**src/rtl/cfg_seq_pkg.sv**
```systemverilog
// cfg_seq_pkg: shared types and encoding helpers for the cfg_seq block.
//   state_t          sequencer state (IDLE / RUN / DONE)
//   sel_w()          width of wr_sel for a given number of field banks
//   sel_enable()     wr_sel code addressing the step-enable memory
//   sel_regs()       wr_sel code addressing the end/iteration registers
//   reg_en_end()     register-space address of the enable-memory end point
//   reg_iter()       register-space address of the iteration count
//   ptr_w()          pointer width for a memory of the given depth (min 1)
package cfg_seq_pkg;

  typedef enum logic [1:0] {
    ST_IDLE = 2'd0,
    ST_RUN  = 2'd1,
    ST_DONE = 2'd2
  } state_t;

  function automatic int sel_w(input int num_fields);
    return $clog2(num_fields + 2);
  endfunction

  function automatic int sel_enable(input int num_fields);
    return num_fields;
  endfunction

  function automatic int sel_regs(input int num_fields);
    return num_fields + 1;
  endfunction

  function automatic int reg_en_end(input int num_fields);
    return num_fields;
  endfunction

  function automatic int reg_iter(input int num_fields);
    return num_fields + 1;
  endfunction

  function automatic int ptr_w(input int depth);
    return (depth > 1) ? $clog2(depth) : 1;
  endfunction

endpackage

```
**src/rtl/cfg_seq_if.sv**
```systemverilog
// cfg_seq_if: write/load channel from the global configuration loader.
//   wr_valid   load request
//   wr_ready   load accepted when wr_valid & wr_ready
//   wr_sel     target: field bank, enable memory, or end/iteration registers
//   wr_addr    word address (register index for the register space)
//   wr_data    write data
//   wr_bit_en  per-bit write mask
// Modports: master = loader side, slave = cfg_seq side.
interface cfg_seq_if #(
  parameter int NUM_FIELDS = 4,
  parameter int FIELD_W    = 32,
  parameter int EN_DEPTH   = 32
);
  localparam int SEL_W  = cfg_seq_pkg::sel_w(NUM_FIELDS);
  localparam int ADDR_W = cfg_seq_pkg::ptr_w(EN_DEPTH);

  logic               wr_valid;
  logic               wr_ready;
  logic [SEL_W-1:0]   wr_sel;
  logic [ADDR_W-1:0]  wr_addr;
  logic [FIELD_W-1:0] wr_data;
  logic [FIELD_W-1:0] wr_bit_en;

  modport master (
    output wr_valid, wr_sel, wr_addr, wr_data, wr_bit_en,
    input  wr_ready
  );

  modport slave (
    input  wr_valid, wr_sel, wr_addr, wr_data, wr_bit_en,
    output wr_ready
  );
endinterface

```
**src/rtl/cfg_field_bank.sv**
```systemverilog
// cfg_field_bank: one configuration field bank (memory, read pointer, wrap
// point, registered output, optional parity).
//   clk, reset  clock, synchronous active-high reset
//   wr_en       merge wr_data under wr_bit_en into mem[wr_addr]
//   end_wr      load end_data into the wrap-point register
//   restart     pointer back to word 0 (sequence start)
//   step_en     read mem[ptr] into cfg_out and advance/wrap the pointer
//   cfg_out     registered field word
//   par_bad     parity mismatch on the word read this cycle
// Optional feature: CFG_PARITY_EN stores an even-parity bit per word.
module cfg_field_bank
  import cfg_seq_pkg::*;
#(
  parameter  int FIELD_W     = 32,
  parameter  int FIELD_DEPTH = 8,
  localparam int PTR_W       = ptr_w(FIELD_DEPTH)
) (
  input  logic               clk,
  input  logic               reset,
  input  logic               wr_en,
  input  logic [PTR_W-1:0]   wr_addr,
  input  logic [FIELD_W-1:0] wr_data,
  input  logic [FIELD_W-1:0] wr_bit_en,
  input  logic               end_wr,
  input  logic [PTR_W-1:0]   end_data,
  input  logic               restart,
  input  logic               step_en,
  output logic [FIELD_W-1:0] cfg_out,
  output logic               par_bad
);

  logic [FIELD_W-1:0] mem [FIELD_DEPTH];
  logic [PTR_W-1:0]   ptr_q;
  logic [PTR_W-1:0]   end_q;
  logic [FIELD_W-1:0] merged;
  logic [FIELD_W-1:0] rd_word;

  assign merged  = (mem[wr_addr] & ~wr_bit_en) | (wr_data & wr_bit_en);
  assign rd_word = mem[ptr_q];

  // NOTE: the memory has no reset on purpose; a stored program survives
  // reset and it maps onto plain RAM without a clear path.
  always_ff @(posedge clk) begin
    if (wr_en) mem[wr_addr] <= merged;
  end

  // NOTE: sequential state uses non-blocking assignments so every register
  // samples pre-edge values regardless of statement order.
  always_ff @(posedge clk) begin
    if (reset) begin
      ptr_q   <= '0;
      end_q   <= '0;
      cfg_out <= '0;
    end else begin
      if (end_wr) end_q <= end_data;
      if (restart) begin
        ptr_q <= '0;
      end else if (step_en) begin
        cfg_out <= rd_word;
        ptr_q   <= (ptr_q == end_q) ? '0 : ptr_q + 1'b1;
      end
    end
  end

`ifdef CFG_PARITY_EN
  logic par_mem [FIELD_DEPTH];

  always_ff @(posedge clk) begin
    if (wr_en) par_mem[wr_addr] <= ^merged;
  end

  // Data is forwarded regardless; the mismatch only raises the sticky flag.
  assign par_bad = step_en && ((^rd_word) != par_mem[ptr_q]);
`else
  assign par_bad = 1'b0;
`endif

endmodule

```
**src/rtl/cfg_seq.sv**
```systemverilog
// cfg_seq: per-PE configuration sequencer. NUM_FIELDS field banks are stepped
// by a step-enable memory; iterations are counted and end with a done pulse.
//   clk, reset  clock, synchronous active-high reset
//   start       one-cycle pulse, IDLE -> RUN (ignored elsewhere)
//   stall       freeze sequencing while in RUN
//   wr          load channel (cfg_seq_if.slave), accepted only in IDLE
//   cfg_out     field i at [i*FIELD_W +: FIELD_W]
//   cfg_valid   cfg_out updated this cycle
//   busy        state == RUN
//   done        one-cycle pulse after the final step
//   par_err     sticky parity error, cleared by reset or accepted start
// Optional feature: CFG_PARITY_EN (parity in the field banks); without it
// par_err stays 0.
module cfg_seq
  import cfg_seq_pkg::*;
#(
  parameter int NUM_FIELDS  = 4,
  parameter int FIELD_W     = 32,
  parameter int FIELD_DEPTH = 8,
  parameter int EN_DEPTH    = 32,
  parameter int ITER_W      = 16
) (
  input  logic                          clk,
  input  logic                          reset,
  input  logic                          start,
  input  logic                          stall,
  cfg_seq_if.slave                      wr,
  output logic [NUM_FIELDS*FIELD_W-1:0] cfg_out,
  output logic                          cfg_valid,
  output logic                          busy,
  output logic                          done,
  output logic                          par_err
);

  localparam int SEL_W  = sel_w(NUM_FIELDS);
  localparam int ADDR_W = ptr_w(EN_DEPTH);
  localparam int PTR_W  = ptr_w(FIELD_DEPTH);

  localparam logic [SEL_W-1:0]  SEL_EN     = SEL_W'(sel_enable(NUM_FIELDS));
  localparam logic [SEL_W-1:0]  SEL_REGS   = SEL_W'(sel_regs(NUM_FIELDS));
  localparam logic [ADDR_W-1:0] REG_EN_END = ADDR_W'(reg_en_end(NUM_FIELDS));
  localparam logic [ADDR_W-1:0] REG_ITER   = ADDR_W'(reg_iter(NUM_FIELDS));

  state_t                state_q, state_d;
  logic [ADDR_W-1:0]     step_q, en_end_q;
  logic [ITER_W-1:0]     iter_q, iter_count_q, iter_inc;
  logic [NUM_FIELDS-1:0] en_mem [EN_DEPTH];
  logic [NUM_FIELDS-1:0] en_word, en_merged, bank_par_bad;
  logic                  ready, wr_fire, reg_fire, start_go;
  logic                  run_step, step_wrap, last_step;

  assign wr.wr_ready = ready;
  assign wr_fire     = wr.wr_valid && ready;
  assign reg_fire    = wr_fire && (wr.wr_sel == SEL_REGS);
  assign start_go    = start && (state_q == ST_IDLE);
  assign run_step    = (state_q == ST_RUN) && !stall;
  assign en_word     = en_mem[step_q];
  assign step_wrap   = (step_q == en_end_q);
  assign iter_inc    = iter_q + 1'b1;
  // A zero iteration count never matches, so the program runs until reset.
  assign last_step   = run_step && step_wrap && (iter_count_q != '0) &&
                       (iter_inc == iter_count_q);

  assign en_merged = (en_mem[wr.wr_addr] & ~wr.wr_bit_en[NUM_FIELDS-1:0]) |
                     (wr.wr_data[NUM_FIELDS-1:0] & wr.wr_bit_en[NUM_FIELDS-1:0]);

  always_ff @(posedge clk) begin
    if (wr_fire && (wr.wr_sel == SEL_EN)) en_mem[wr.wr_addr] <= en_merged;
  end

  // State register
  always_ff @(posedge clk) begin
    if (reset) state_q <= ST_IDLE;
    else       state_q <= state_d;
  end

  // Next-state logic
  // NOTE: every combinational output gets a default first, so no path can
  // leave it unassigned and infer a latch.
  always_comb begin
    state_d = state_q;
    case (state_q)
      ST_IDLE: if (start)     state_d = ST_RUN;
      ST_RUN:  if (last_step) state_d = ST_DONE;
      ST_DONE:                state_d = ST_IDLE;
      default:                state_d = ST_IDLE;
    endcase
  end

  // Output decode; done lines up with the final step's cfg_valid.
  always_comb begin
    ready = 1'b0;
    busy  = 1'b0;
    done  = 1'b0;
    case (state_q)
      ST_IDLE: ready = 1'b1;
      ST_RUN:  busy  = 1'b1;
      ST_DONE: done  = 1'b1;
      default: ;
    endcase
  end

  // Step / iteration counters, registers and status
  always_ff @(posedge clk) begin
    if (reset) begin
      step_q       <= '0;
      en_end_q     <= '0;
      iter_q       <= '0;
      iter_count_q <= '0;
      cfg_valid    <= 1'b0;
      par_err      <= 1'b0;
    end else begin
      cfg_valid <= run_step;
      if (reg_fire && (wr.wr_addr == REG_EN_END)) en_end_q     <= wr.wr_data[ADDR_W-1:0];
      if (reg_fire && (wr.wr_addr == REG_ITER))   iter_count_q <= wr.wr_data[ITER_W-1:0];
      if (start_go) begin
        step_q  <= '0;
        iter_q  <= '0;
        par_err <= 1'b0;
      end else if (run_step) begin
        step_q <= step_wrap ? '0 : step_q + 1'b1;
        if (step_wrap)     iter_q  <= iter_inc;
        if (|bank_par_bad) par_err <= 1'b1;
      end
    end
  end

  for (genvar i = 0; i < NUM_FIELDS; i++) begin : g_bank
    cfg_field_bank #(
      .FIELD_W     (FIELD_W),
      .FIELD_DEPTH (FIELD_DEPTH)
    ) u_bank (
      .clk       (clk),
      .reset     (reset),
      .wr_en     (wr_fire && (wr.wr_sel == SEL_W'(i))),
      .wr_addr   (wr.wr_addr[PTR_W-1:0]),
      .wr_data   (wr.wr_data),
      .wr_bit_en (wr.wr_bit_en),
      .end_wr    (reg_fire && (wr.wr_addr == ADDR_W'(i))),
      .end_data  (wr.wr_data[PTR_W-1:0]),
      .restart   (start_go),
      .step_en   (run_step && en_word[i]),
      .cfg_out   (cfg_out[i*FIELD_W +: FIELD_W]),
      .par_bad   (bank_par_bad[i])
    );
  end

endmodule

```
**src/flat_wrapper.sv**
```systemverilog
// flat-port wrapper written by rule: the top's interface ports become plain ports
module cfg_seq_flat import cfg_seq_pkg::*;
#(
  parameter int NUM_FIELDS  = 4,
  parameter int FIELD_W     = 32,
  parameter int FIELD_DEPTH = 8,
  parameter int EN_DEPTH    = 32,
  parameter int ITER_W      = 16
)
  (clk, reset, start, stall, cfg_out, cfg_valid, busy, done, par_err, wr_wr_valid, wr_wr_sel, wr_wr_addr, wr_wr_data, wr_wr_bit_en, wr_wr_ready);
  cfg_seq_if #(.NUM_FIELDS(NUM_FIELDS), .FIELD_W(FIELD_W), .EN_DEPTH(EN_DEPTH)) wr_i ();
  input  logic clk;
  input  logic reset;
  input  logic start;
  input  logic stall;
  output logic [NUM_FIELDS*FIELD_W-1:0] cfg_out;
  output logic cfg_valid;
  output logic busy;
  output logic done;
  output logic par_err;
  input wire logic [$bits(wr_i.wr_valid)-1:0] wr_wr_valid;
  input wire logic [$bits(wr_i.wr_sel)-1:0] wr_wr_sel;
  input wire logic [$bits(wr_i.wr_addr)-1:0] wr_wr_addr;
  input wire logic [$bits(wr_i.wr_data)-1:0] wr_wr_data;
  input wire logic [$bits(wr_i.wr_bit_en)-1:0] wr_wr_bit_en;
  output wire logic [$bits(wr_i.wr_ready)-1:0] wr_wr_ready;
  assign wr_i.wr_valid = wr_wr_valid;
  assign wr_i.wr_sel = wr_wr_sel;
  assign wr_i.wr_addr = wr_wr_addr;
  assign wr_i.wr_data = wr_wr_data;
  assign wr_i.wr_bit_en = wr_wr_bit_en;
  assign wr_wr_ready = wr_i.wr_ready;
  cfg_seq #(.NUM_FIELDS(NUM_FIELDS), .FIELD_W(FIELD_W), .FIELD_DEPTH(FIELD_DEPTH), .EN_DEPTH(EN_DEPTH), .ITER_W(ITER_W)) u_core (.clk(clk), .reset(reset), .start(start), .stall(stall), .wr(wr_i), .cfg_out(cfg_out), .cfg_valid(cfg_valid), .busy(busy), .done(done), .par_err(par_err));
endmodule
```
**config.mk**
```make
export PLATFORM = sky130hd
export DESIGN_NAME = cfg_seq_flat
export DESIGN_NICKNAME = d
export VERILOG_FILES = /design/src/rtl/cfg_seq_pkg.sv /design/src/rtl/cfg_seq_if.sv /design/src/rtl/cfg_field_bank.sv /design/src/rtl/cfg_seq.sv /design/src/flat_wrapper.sv
export SDC_FILE = /design/constraint.sdc
export NUM_CORES = 2
export LEC_CHECK = 0
export ABC_AREA = 1
export CAP_MARGIN = 15
export CELL_PAD_IN_SITES_DETAIL_PLACEMENT = 0
export CELL_PAD_IN_SITES_GLOBAL_PLACEMENT = 1
export CORE_AREA = 2 2 337 339
export CTS_BUF_LIST = sky130_fd_sc_hd__clkbuf_8
export DETAILED_ROUTE_END_ITERATION = 8
export DIE_AREA = 0 0 339 341
export PLACE_DENSITY = 0.94
export SLEW_MARGIN = 20
export SYNTH_ARGS = -nofsm -noshare
export SYNTH_HDL_FRONTEND = slang
export SYNTH_SLANG_ARGS = --single-unit
```
**constraint.sdc**
```tcl
create_clock -name clk -period 7 [get_ports clk]
set_clock_uncertainty 0.05 [all_clocks]
set_input_delay 0.7 -clock clk [delete_from_list [all_inputs] [get_ports clk]]
set_output_delay 0.7 -clock clk [all_outputs]
set_load 0.005 [all_outputs]
```
## Word level (Yosys, flattened, before mapping)

Memories as Yosys holds them, arrays and structs flattened. A register that Yosys moved wholly into a read port is not among the register bits.
Cells that the tools add are included.

| operators by class | value |
|---|---|
| add/sub/neg operators | 6 |
| multipliers | 0 |
| div/mod/pow operators | 0 |
| order comparisons | 0 |
| eq/ne operators | 20 |
| shift operators | 0 |
| multiplexer cells | 23 |
| bitwise operators | 15 |
| reductions and logical operators | 34 |

Operators by type and width:

| kind | number |
|---|---|
| $and 32x32->32 | 5 |
| $or 32x32->32 | 4 |
| $not 32->32 | 1 |
| $logic_and 1x1->1 | 22 |
| $add 16x1->16 const B | 1 |
| $eq 16x16->1 | 1 |
| $reduce_bool 16->1 | 1 |
| $mux 5 | 3 |
| $mux 1 | 13 |
| $add 3x1->3 const B | 4 |
| $eq 3x3->1 | 4 |
| $mux 3 | 4 |
| $reduce_and 2->1 | 6 |
| $eq 5x2->1 const B | 2 |
| $eq 5x3->1 const B | 2 |
| $and 4x4->4 | 2 |
| $eq 3x2->1 const B | 2 |
| $eq 3x3->1 const B | 2 |
| $add 5x1->5 const B | 1 |
| $eq 5x1->1 const B | 1 |
| $eq 5x5->1 | 1 |
| $logic_not 5->1 | 1 |
| $mux 2 | 2 |
| $not 4->4 | 1 |
| 12 further kinds | 12 |

| storage, ports and cells | value |
|---|---|
| register bits | 69 |
| latch bits | 0 |
| bits in writable memories | 1152 |
| ROM bits | 0 |
| bits of input ports | 77 |
| output and inout port bits | 133 |
| word-level logic and storage cells | 117 |
| memories | 5 |

Memory list:

| memory | words | width | rd ports | clocked after Yosys merged registers in | wr ports | line | text |
|---|---|---|---|---|---|---|---|
| u_core.g_bank[0].u_bank.mem | 8 | 32 | 2 | 1 | 1 | cfg_field_bank.sv:32 | `logic [FIELD_W-1:0] mem [FIELD_DEPTH];` |
| u_core.g_bank[1].u_bank.mem | 8 | 32 | 2 | 1 | 1 | cfg_field_bank.sv:32 |  |
| u_core.g_bank[2].u_bank.mem | 8 | 32 | 2 | 1 | 1 | cfg_field_bank.sv:32 |  |
| u_core.g_bank[3].u_bank.mem | 8 | 32 | 2 | 1 | 1 | cfg_field_bank.sv:32 |  |
| u_core.en_mem | 32 | 4 | 2 | 1 | 1 | cfg_seq.sv:47 | `logic [NUM_FIELDS-1:0] en_mem [EN_DEPTH];` |

## Logic depth before layout (Yosys ltp)

| logic depth | value |
|---|---|
| word-level depth | 7 |
| mapped depth | 15 |
| depth with buffers taken out | 15 |

## Hierarchy

From an unflattened synthesis, not the netlist that was laid out.

| second synthesis, totals | value |
|---|---|
| cells, all modules | 8049 |
| area total of the unflattened synthesis | 68039.0 um2 |

By module, submodules not included:

| module | instances | cells each | area each (um2) | sequential area each (um2) |
|---|---|---|---|---|
| cfg_field_bank (u_core.g_bank[0].u_bank ...) | 3 | 1764 | 14799.2 | 8448.1 |
| cfg_field_bank (u_core.g_bank[1].u_bank) | 1 | 1751 | 14787.9 | 8448.1 |
| cfg_seq | 1 | 1006 | 8853.5 | 4864.7 |

## Least setup slack after synthesis

OpenSTA, ideal clock, no wires.

| path | value |
|---|---|
| kind | input port to flip-flop |
| start point | in wr_wr_addr[2] |
| end point | mem u_core.g_bank[2].u_bank.mem[3][0] (enable) |
| library setup time | 421 ps |
| arrival | 3046 ps |
| required time | 6529 ps |
| setup slack | 3483 ps |
| cell stages on the path | 6 |
| path buffers | 3 |
| path through | buf_4 inv_2 clkbuf_1 buf_1 nand2_1 nor2_1 |

RTL lines:

| item | line | text |
|---|---|---|
| start, declared | flat_wrapper.sv:23 | `input wire logic [$bits(wr_i.wr_addr)-1:0] wr_wr_addr;` |
| end, declared | cfg_field_bank.sv:32 |  |

No word-level cell before the write port.

==> impl_metrics.toml <==
[status]
run_status = "complete, no violations"

[clocking]
clock_sinks = 1354
htreeDepth = 4
cts_resized = 0
hold_buffers = 0
clock_latency_ns = 0.92
post_cts_buffers = 0
cts_root_buffer = "clkbuf_8"
clk_pin_slew_worst_paths_ns = 0.06
tritoncts = "done"
cts_buffers = 211
clk_path_buf_depth = 3

[timing]
worst_pin_slew_ns = 1.20
min_period_ns = 4.48
rsz0062_at_grt = "false"
finalSetupViolCount = 0
timing.final.ws_setup_ns = 2.52
hold_violations = 0
hold_ws_ns = 0.302
max_freq_mhz = 223
fin_tns_setup_ns = 0
slew_viol_final = 0
fin_crit_sh_pct = 64.1
relSlewSlack_pct = 20.0

[yosys]
synthCells = 5859
ys_types = 36
synth_edf_count = 1152
ys_seq_area_share_pct = 63.3
yosysWarnings = 0
ys_ff_latch = 1354
synthFlopType = "edfxtp_1"
synthArstFlopShare_pct = 0
synthesis.area_um2 = 61000
syn_area_per_cell_um2 = 10.4
syn_nets = 5942

[setup_path]
arrival_ns = 5.15
max_stage_delay_ns = 1.04
crit_fanout = 65
critPathCaptureType = "flip-flop"
startpoint_type = "flip-flop"
crit_type = "reg2reg"
crit_slowest_cell = "clkinv_2"
critPathMostFrequentCell = "nand2_1"
crit_required_ns = 7.67
critical_path.cell_chain = "buf_4, clkinv_2, nand2_1, nand3_1, nand3_1, nand2_1, nand2_1, nand3_1, nand3_2, buf_4, inv_2, nand2_1, a21oi_1"

[detailed_routing]
top_layer_used = "met5"
avgRoutedWirePerCell_um = 26.1
wl_met3_um = 28900
num_vias = 49700
ant_nets = 0
drt_wl_total_um = 199000
wl_met2_um = 88800
vias_per_cell = 6.52
drcViolationCount = 0
wl_met1_um = 69100
drtPass1Iterations = 7
dr.first_iter.drc_count = 7984

[power_and_ir_drop]
power_density_nw_per_um2 = 248
power.total_mw = 16.9
p_leak_nw = 23.9
ir_drop_v = 0.000167

[worst_hold_path]
hold_path_class = "in2reg"

[die]
ios = 210
row_count = 123
die_x_um = 339
start_util_pct = 54.5
die_area_um2 = 116000
die-height_um = 341
core_um2 = 112000

[final_layout]
syn2layout_area_growth_pct = 12.0
final_cell_mix = "1152 x edfxtp_1, 1085 x nand2_1, 565 x o21ai_0"
drive_gt1_share_pct = 7.09
mostFrequentLayoutCell = "edfxtp_1"
layout.nets = 6018
fill_cells = 8864

[placed_design]
portBuffers = 208
dp_slack_ns = 2.35
dpl.hpwl_um = 112000
globalplace.congestion = 0.857

[global_route]
grt_util_all_layers_pct = 33.2
grt-ovfl-total = 0
grt_max_degree = 150
grt_pass1_wl_um = 287000
grt_antenna_before_repair = 13
grt_pass1_vias = 47300

[run]
maxCapViolations = 0
-- power breakdown --
| group | leakage, nW | total (mW) | switching (mW) | internal (mW) |
|---|---|---|---|---|
| Clock | 2.40 | 6.64 | 3.19 | 3.45 |
| Combinational | 9.44 | 1.36 | 0.987 | 0.368 |
| Sequential | 12.0 | 8.95 | 0.0524 | 8.90 |
| Total | 23.9 | 16.9 | 4.23 | 12.7 |
-- flip-flops by register name, summed over array words and instances (netlist names), named ones only --
| register | count |
|---|---|
| u_core.g_bank.u_bank.mem | 1024 |
| u_core.en_mem | 128 |
| u_core.g_bank.u_bank.cfg_out | 128 |
| u_core.iter_count_q | 16 |
| u_core.iter_q | 16 |
| u_core.g_bank.u_bank.end_q | 12 |
| u_core.g_bank.u_bank.ptr_q | 12 |
| u_core.en_end_q | 5 |
| u_core.step_q | 5 |
| u_core.state_q | 2 |
| u_core.cfg_valid | 1 |
-- layout make-up --
cell class | count | area [µm²] | share of cell area (%)
diodes | 15 | 37.5 | 0.0550
inverters | 208 | 811 | 1.19
clock inverters | 176 | 1180 | 1.73
well taps | 1500 | 1880 | 2.75
multi-input cells | 3868 | 20000 | 29.2
flip-flops and latches | 1354 | 38700 | 56.6
repair buffers | 292 | 2770 | 4.05
clock buffers | 219 | 3010 | 4.41
-- kinds of logic (layout without fill, tap and decap cells) --
group	after synthesis	count (layout)	synth area share [%]
XOR/XNOR	24	24	0.367
other	1	16	0.00615
flip-flops	1354	1354	63.3
buffers and inverters	637	895	4.35
adder cells (fa/ha/maj)	6	6	0.123
AO/OA/AOI/OAI	1619	1619	16.8
AND/OR/NAND/NOR	2218	2218	15.0
-- layer usage --
| metal | up-vias | GRT usage, % |
|---|---|---|
| met5 | - | 0 |
| met4 | 8 | 21.7 |
| met3 | 681 | 11.5 |
| met2 | 3738 | 51.0 |
| met1 | 23500 | 40.1 |
| li1 | 21800 | - |
-- cells in the mapped netlist, types with 3 or more instances --
master / count / share of area (%)
a211oi_1: 15 / 0.18
a21oi_1: 220 / 1.8
a22oi_1: 534 / 6.6
a31oi_1: 5 / 0.051
a32o_1: 59 / 0.97
a41oi_1: 10 / 0.14
buf_1: 47 / 0.29
buf_2: 83 / 0.68
buf_4: 10 / 0.12
buf_6: 16 / 0.30
clkbuf_1: 273 / 1.7
dfxtp_1: 202 / 6.6
edfxtp_1: 1152 / 57
ha_1: 6 / 0.12
inv_1: 197 / 1.2
inv_2: 9 / 0.055
nand2_1: 1086 / 6.7
nand3_1: 533 / 4.4
nand3_2: 4 / 0.066
nand3b_1: 4 / 0.049
nand4_1: 21 / 0.22
nor2_1: 549 / 3.4
nor2_2: 4 / 0.041
nor3_1: 11 / 0.090
nor3_2: 5 / 0.082
o211ai_1: 3 / 0.037
o21ai_0: 565 / 4.6
o221ai_1: 69 / 0.99
o22ai_1: 138 / 1.4
xnor2_1: 14 / 0.20
xor2_1: 9 / 0.13
-- final timing paths --
| check | from | endpoint | slack [ns] | cells after the start |
|---|---|---|---|---|
| hold / removal | reset | u_core.g_bank[3].u_bank.cfg_out[13]$_SDFFE_PP0P_ | 0.30 | 3 |
| setup reg to reg | flip-flop | u_core.g_bank[0].u_bank.cfg_out[10]$_SDFFE_PP0P_ | 2.52 | 13 |
| hold reg to reg | u_core.g_bank[3].u_bank.cfg_out[26]$_SDFFE_PP0P_ | u_core.g_bank[3].u_bank.cfg_out[26]$_SDFFE_PP0P_ | 0.42 | 2 |
| setup / recovery | flip-flop | u_core.g_bank[0].u_bank.cfg_out[10]$_SDFFE_PP0P_ | 2.52 | 13 |
-- critical path: cells and delay by family, from the launching register on --
kind,cells,cell delay [ns]
buf+inv,4,2.53
simple gates,8,1.22
flops,1,0.31
compound gates,1,0.10
-- through the flow --
step           cells  instance area, µm²  utilization (%)
2_1_floorplan   5859               61000                -
3_3_place_gp    7221               64000             57.2
3_5_place_dp    7222               64100             57.3
4_1_cts         7617               68300             61.0
5_1_grt         7618               68300             61.0
6_report        7632               68300             61.1
No activity file was read; power rests on OpenSTA's default activity.
